`config.mk`:
```
export PLATFORM = sky130hd
export DESIGN_NAME = maj_vote_tmr
export DESIGN_NICKNAME = d
export VERILOG_FILES = /design/src/rtl/maj_vote_tmr.sv
export SDC_FILE = /design/constraint.sdc
export NUM_CORES = 1
export LEC_CHECK = 0
export BUFFER_PORTS_ARGS = -buffer_cell sky130_fd_sc_hd__buf_4
export CAP_MARGIN = 20
export CORE_ASPECT_RATIO = 0.5
export CORE_MARGIN = 2
export CORE_UTILIZATION = 39
export CTS_CLUSTER_DIAMETER = 60
export CTS_CLUSTER_SIZE = 12
export DETAILED_ROUTE_END_ITERATION = 16
export GPL_TIMING_DRIVEN = 1
export HOLD_SLACK_MARGIN = 0.02
export MAX_ROUTING_LAYER = met4
export SYNTH_ARGS = -nofsm -noshare
export SYNTH_HDL_FRONTEND = slang
export SYNTH_SLANG_ARGS = --single-unit
export TNS_END_PERCENT = 5
```
`constraint.sdc`:
```
create_clock -name clk -period 2.81 [get_ports clk]
set_clock_uncertainty 0.15 [all_clocks]
set_input_delay 0.1405 -clock clk [delete_from_list [all_inputs] [get_ports clk]]
set_output_delay 0.1405 -clock clk [all_outputs]
set_load 0.005 [all_outputs]
```
`src/rtl/maj_vote_tmr.sv`:
```
// maj_vote_tmr: registered N-channel bitwise majority voter with
// per-channel consecutive-mismatch supervision and sticky fault flags.
//
// Ports:
//   clk        system clock, rising edge
//   rst_n      asynchronous reset, active-low
//   in_valid   ch_data holds a sample this cycle
//   ch_data    N_CH words, channel k at [k*WIDTH +: WIDTH]
//   clr_fault  synchronous clear of all counters and fault flags
//   out_valid  out_data holds a voted word
//   out_data   registered bitwise majority
//   mismatch   bit k = channel k differed from the vote on the last valid sample
//   fault      sticky per-channel fault flags
//   any_fault  OR of fault (registered alongside it)
//   err_cnt    per-channel consecutive-mismatch counters, channel k at [k*CNT_W +: CNT_W]
module maj_vote_tmr #(
    parameter int unsigned N_CH      = 3,
    parameter int unsigned WIDTH     = 8,
    parameter int unsigned ERR_LIMIT = 4,
    parameter int unsigned CNT_W     = 4
) (
    input  logic                    clk,
    input  logic                    rst_n,
    input  logic                    in_valid,
    input  logic [N_CH*WIDTH-1:0]   ch_data,
    input  logic                    clr_fault,
    output logic                    out_valid,
    output logic [WIDTH-1:0]        out_data,
    output logic [N_CH-1:0]         mismatch,
    output logic [N_CH-1:0]         fault,
    output logic                    any_fault,
    output logic [N_CH*CNT_W-1:0]   err_cnt
);

    localparam int unsigned PC_W = $clog2(N_CH + 1);
    localparam int unsigned HALF = N_CH / 2;
    localparam logic [CNT_W-1:0] CNT_MAX = {CNT_W{1'b1}};
    localparam logic [CNT_W-1:0] LIMIT   = CNT_W'(ERR_LIMIT);

    // Parameter legality checks at elaboration
    if ((N_CH < 3) || ((N_CH % 2) == 0)) begin : g_bad_nch
        $error("maj_vote_tmr: N_CH must be odd and >= 3");
    end
    if (WIDTH < 1) begin : g_bad_width
        $error("maj_vote_tmr: WIDTH must be >= 1");
    end
    if ((ERR_LIMIT < 1) || (ERR_LIMIT > ((2 ** CNT_W) - 1))) begin : g_bad_limit
        $error("maj_vote_tmr: ERR_LIMIT must be in 1 .. 2^CNT_W-1");
    end

    logic                        out_valid_q, out_valid_d;
    logic [WIDTH-1:0]            out_data_q,  out_data_d;
    logic [N_CH-1:0]             mm_q,        mm_d;
    logic [N_CH-1:0]             fault_q,     fault_d;
    logic                        any_fault_q;
    logic [N_CH-1:0][CNT_W-1:0]  cnt_q,       cnt_d;

    logic [WIDTH-1:0]            vote_c;
    logic [N_CH-1:0]             mm_c;

    // Bitwise majority: popcount per bit position against N_CH/2
    always_comb begin : p_vote
        logic [PC_W-1:0] ones;
        ones   = '0;
        vote_c = '0;
        for (int b = 0; b < int'(WIDTH); b++) begin
            ones = '0;
            for (int k = 0; k < int'(N_CH); k++) begin
                ones = ones + PC_W'(ch_data[k*WIDTH + b]);
            end
            vote_c[b] = (ones > PC_W'(HALF));
        end
    end

    // Per-channel disagreement with the current vote
    always_comb begin : p_mm
        mm_c = '0;
        for (int k = 0; k < int'(N_CH); k++) begin
            mm_c[k] = (ch_data[k*WIDTH +: WIDTH] != vote_c);
        end
    end

    // Next-state: output capture and per-channel OK/SUSPECT/FAULT counters
    always_comb begin : p_next
        logic [CNT_W-1:0] inc;
        inc         = '0;
        out_valid_d = in_valid;
        out_data_d  = out_data_q;
        mm_d        = mm_q;
        fault_d     = fault_q;
        cnt_d       = cnt_q;
        if (in_valid) begin
            out_data_d = vote_c;
            mm_d       = mm_c;
            for (int k = 0; k < int'(N_CH); k++) begin
                if (mm_c[k]) begin
                    // saturate rather than wrap so a permanently bad channel stays visible
                    inc = (cnt_q[k] == CNT_MAX) ? cnt_q[k] : (cnt_q[k] + CNT_W'(1));
                    cnt_d[k] = inc;
                    if (inc == LIMIT) begin
                        fault_d[k] = 1'b1;
                    end
                end else if (!fault_q[k]) begin
                    cnt_d[k] = '0;
                end
            end
        end
        // clear overrides any increment or fault set on the same edge
        if (clr_fault) begin
            cnt_d   = '0;
            fault_d = '0;
        end
    end

    // State registers
    always_ff @(posedge clk or negedge rst_n) begin
        if (!rst_n) begin
            out_valid_q <= 1'b0;
            out_data_q  <= '0;
            mm_q        <= '0;
            fault_q     <= '0;
            any_fault_q <= 1'b0;
            cnt_q       <= '0;
        end else begin
            out_valid_q <= out_valid_d;
            out_data_q  <= out_data_d;
            mm_q        <= mm_d;
            fault_q     <= fault_d;
            any_fault_q <= |fault_d;
            cnt_q       <= cnt_d;
        end
    end

    assign out_valid = out_valid_q;
    assign out_data  = out_data_q;
    assign mismatch  = mm_q;
    assign fault     = fault_q;
    assign any_fault = any_fault_q;
    assign err_cnt   = cnt_q;

endmodule

```
# After elaboration in Yosys (flattened, before gate mapping)
# Cells that the tools add are included.
# classes
add_sub_neg,19
magnitude_cmp,8
n_eq_ne,12
mux,19
reduce_logical,5
# ops
cell,count
$mux 4,9
$mux 12,2
$ne 8x8->1,3
$add 1x1->2,8
$add 2x1->2,8
$gt 2x1->1 const B,8
$add 4x1->4 const B,3
$eq 4x3->1 const B,3
$eq 4x4->1 const B,3
$ne 3x2->1 const B,3
$mux 1,6
$mux 3,2
$reduce_and 2->1,3
$reduce_or 3->1,1
$reduce_bool 2->1,1
# word_totals
regBits,28
out_inout_bits,28

# Longest topological paths before layout
# depth
ltp_word,8
ltp_mapped,8

# Worst setup path before layout
# OpenSTA, ideal clock, no wires.
# synth_timing
kind,register -> register
from,"reg cnt_q, in the netlist err_cnt[8]"
to,reg any_fault_q (netlist: any_fault)
setup_ns,0.131
arrival_ns,1.744
t_required_ns,2.529
path_slack_ns,0.785
path_stages_with_launch,9
path_buffers,1
cell_sequence,dfrtp_1 > ha_1 > and3_1 > clkbuf_1 > nor2_1 > a22oi_1 > nor3_1 > a22o_1 > or3_1
# synth_via
elab_chain_cells,8
# synth_lines
item,line_no,text
from (decl),56,"logic [N_CH-1:0][CNT_W-1:0] cnt_q, cnt_d;"
from (signal assigned),130,cnt_q <= cnt_d;
$add 4x1->4 / $eq 4x4->1 (equally long branches),98,inc = (cnt_q[k] == CNT_MAX) ? cnt_q[k] : (cnt_q[k] + CNT_W'(1));
$mux 4 (*),98,
$eq 4x3->1 (*),100,if (inc == LIMIT) begin
$mux 1 (*),100,
$mux 1 (*),96,if (mm_c[k]) begin
$mux 3 (*),92,if (in_valid) begin
$mux 3 (*),109,if (clr_fault) begin
via fault_d[2],54,"logic [N_CH-1:0] fault_q, fault_d;"
$reduce_or 3->1 (*),129,any_fault_q <= |fault_d;
to (signal assigned),129,
to (decl),55,logic any_fault_q;
# The timed path passes the listed nets; every way through them passes the cells marked *.
# A chain may end at the register's enable or synchronous reset.

# Worst setup path after layout
# layout_timing
from,"reg cnt_q, in the netlist err_cnt[9]"
to,reg any_fault_q (netlist: any_fault)
# Same word-level chain as after synthesis.

==> impl_metrics.py <==
metrics = {
    "yosys": {
        "ys_seq_elements": 28,
        "netlist_instances": 206,
        "ys_warn_count": 0,
        "synth_fp_nets": 245,
        "synthTopCellsByArea": "dfrtp_1, xnor2_1, ha_1",
        "synth_top_area_share_pct": 36.5,
        "yosys.area.top_type": "dfrtp_1",
        "synth_commonest_cells": "dfrtp_1, nor2_1, a21oi_1, xnor2_1, ha_1",
        "synth_cell_types": 43,
        "synth_area_mm2": 0.00192,
        "syn_avg_cell_area_um2": 9.31,
        "synth-main-ff-cell": "dfrtp_1",
        "yosysMostFrequentCell": "dfrtp_1",
        "yosysSeqAreaShare_pct": 36.5,
        "synth-edff-count": 0,
        "async_reset_ff_share_pct": 100,
    },
    "cells_and_area": {
        "layout-drive-gt1-share_pct": 29.5,
        "diodes": 0,
        "synthToLayoutAreaGrowth_pct": 29.3,
        "postLayoutCellArea_mm2": 0.00248,
        "nNetsFinal": 305,
    },
    "place": {
        "gp_congestion": 0.872,
        "dp_slack_ns": 0.429,
        "port_buffers": 55,
        "placed_area_mm2": 0.00241,
        "hpwl_um": 3550,
    },
    "route": {
        "wl_per_cell_um": 13.5,
        "drt-total-wl_um": 4470,
        "drt_iter0_drc": 90,
        "dr.pass1.iters": 4,
        "vias_per_cell": 5.18,
        "vias": 1708,
        "route.detailed.drc": 0,
        "final_antenna_net_count": 0,
    },
    "sta": {
        "period_share_pct": 75.3,
        "tightest_slew_ns": 0.443,
        "relSlewSlack_pct": 70.4,
        "fmax_ghz": 0.472,
        "rsz0062_at_grt": "false",
        "slew_violations": 0,
        "final-setup-viol-count": 0,
        "fin_hold_ws_ns": 0.0545,
        "period_minus_slack_ns": 2.12,
        "timing.final.hold_violations": 0,
        "worst_slack_ns": 0.693,
        "setup_tns_ns": 0,
    },
    "clock_network": {
        "postCtsResizedCells": 0,
        "clk_pin_slew_ns": 0.09,
        "clock_sinks": 28,
        "root_buffer": "clkbuf_8",
        "cts_tree": "done",
        "cts_max_path_buffers": 2,
        "clk_latency_ns": 0.27,
        "numCtsBuffers": 3,
        "h-tree-depth": 1,
    },
    "run_status": {
        "outcome": "complete, no violations",
    },
    "worst_setup_path": {
        "critPathBufInv": 0,
        "crit_path_cell_trace": "ha_1, and3_1, nor2_1, a22oi_1, nor3_1, a22o_1, or3_1",
        "cp-end-kind": "flip-flop",
        "r2r_start": "err_cnt[9]",
        "cp.arrival_ns": 2.13,
        "r2r_slack_ns": 0.69,
        "path_class": "flip-flop to flip-flop",
        "rr_endpoint": "any_fault",
        "cp_slowest_cell": "dfrtp_1",
        "path_delay_family": "simple AND/OR/NAND/NOR gates",
        "cp-start-kind": "flip-flop",
        "slowest_delay_ns": 0.48,
        "cp_data_required_time_ns": 2.82,
        "r2r_cells": 7,
        "critPathMaxFanout": 7,
    },
    "pwr": {
        "power_frac_clock_pct": 22.6,
        "seqPwrFrac_pct": 47.0,
        "switching_share_pct": 30.5,
        "peakVddDrop_mv": 0.176,
        "p_leak_nw": 1.09,
        "switching_power_mw": 0.293,
        "power.density_mw_per_mm2": 387,
        "power_frac_comb_pct": 30.4,
        "p_int_mw": 0.666,
    },
    "floorplanning": {
        "io_pins": 56,
        "fp.dieH_um": 53.6,
        "start_util_pct": 42.1,
        "die_w_um": 103,
        "rows": 17,
        "core_area_mm2": 0.00455,
        "die_area_mm2": 0.00553,
    },
    "hold_path": {
        "whs_path_depth": 3,
        "hold_path.class": "primary input to flip-flop",
        "worst_hold_path.endpoint": "out_data[0]",
        "worstHoldStart": "ch_data[8]",
    },
    "global_routing": {
        "antenna_found_initial": 0,
        "grt_pass1_wl_um": 7670,
        "grt_usage_pct": 18.5,
        "grt_max_degree": 32,
        "grt-ovfl-total": 0,
        "grt_pass1_vias": 1607,
    },
    "run": {
        "cap_violations": 0,
    },
}
worst register-to-register path, stage by stage, from the launching register on:
cell and delay [ns]:
dfrtp_1 0.48, ha_1 0.24, and3_1 0.28, nor2_1 0.06, a22oi_1 0.20, nor3_1 0.08, a22o_1 0.21, or3_1 0.30
cells in the final DEF, fill, tap and decap left out, drive strengths merged, types with 6 or more instances in the layout:
| cell type | synthesis | final |
|---|---|---|
| buf | 1 | 57 |
| dfrtp | 28 | 28 |
| nand2 | 10 | 10 |
| nor2b | 6 | 6 |
| nor2 | 25 | 25 |
| a21oi | 29 | 29 |
| xnor2 | 16 | 16 |
| o21ai | 6 | 6 |
| inv | 11 | 11 |
| ha | 11 | 11 |
worst max path at each step:
stage | start | depth (start not counted) | slack (ns) | end
after global placement | ch_data[3] | 8 | 0.47 | any_fault
final | err_cnt[9] | 7 | 0.69 | any_fault
after floorplan | err_cnt[8] | 8 | 0.78 | any_fault
after global routing | err_cnt[8] | 7 | 0.52 | any_fault
after detailed placement | ch_data[3] | 8 | 0.43 | any_fault
after CTS | err_cnt[9] | 7 | 0.72 | any_fault
cells by family (layout without fill, tap and decap cells):
group	after synthesis	in the layout	synth area share, %
buffers and inverters	16	74	3.20
DFF	28	28	36.5
adders and majority gates	11	11	7.18
muxes	1	1	0.522
and+or+nand+nor	71	71	21.7
xor gates and xnor gates	17	17	7.76
AOI/OAI and AO/OA	62	62	23.1
stage by stage:
step / utilization [%] / cells / power (mW)
2_1_floorplan: - / 206 / 0.629
3_3_place_gp: 52.9 / 324 / 0.746
3_5_place_dp: 52.9 / 324 / 0.750
4_1_cts: 54.5 / 330 / 0.969
5_1_grt: 54.5 / 330 / 1.02
6_report: 54.5 / 330 / 0.959
power groups by stage:
stage	sequential [mW]	clock, mW	combinational, mW
2_1_floorplan	0.457	0	0.172
3_3_place_gp	0.458	0	0.288
3_5_place_dp	0.459	0	0.291
4_1_cts	0.451	0.223	0.295
5_1_grt	0.455	0.237	0.324
6_report	0.451	0.217	0.292
area by class of cell:
class / count / area [um2]
multi-input combinational: 162 / 1160
clock buffer: 3 / 41.3
sequential: 28 / 701
timing repair buffer: 60 / 458
fill: 437 / 2070
tap: 66 / 82.6
inverter: 11 / 41.3
sequential cells by signal, summed over array words and instances, names as in the netlist:
signal     count
err_cnt       12
out_data       8
fault          3
mismatch       3
any_fault      1
out_valid      1
routing by layer:
| layer | vias up | track usage [%] | wire length [um] |
|---|---|---|---|
| li1 | 864 | - | - |
| met1 | 798 | 27.3 | 2370 |
| met2 | 44 | 27.1 | 1890 |
| met3 | 2 | 3.12 | 175 |
| met4 | 0 | 3.29 | 27 |
| met5 | - | - | 0 |
what timing repair did:
item,4_1_cts,5_1_grt
endpoints found under the hold margin,38,0
buffers inserted,0,0
hold buffers,3,0
No activity file was read; power rests on OpenSTA's default activity.
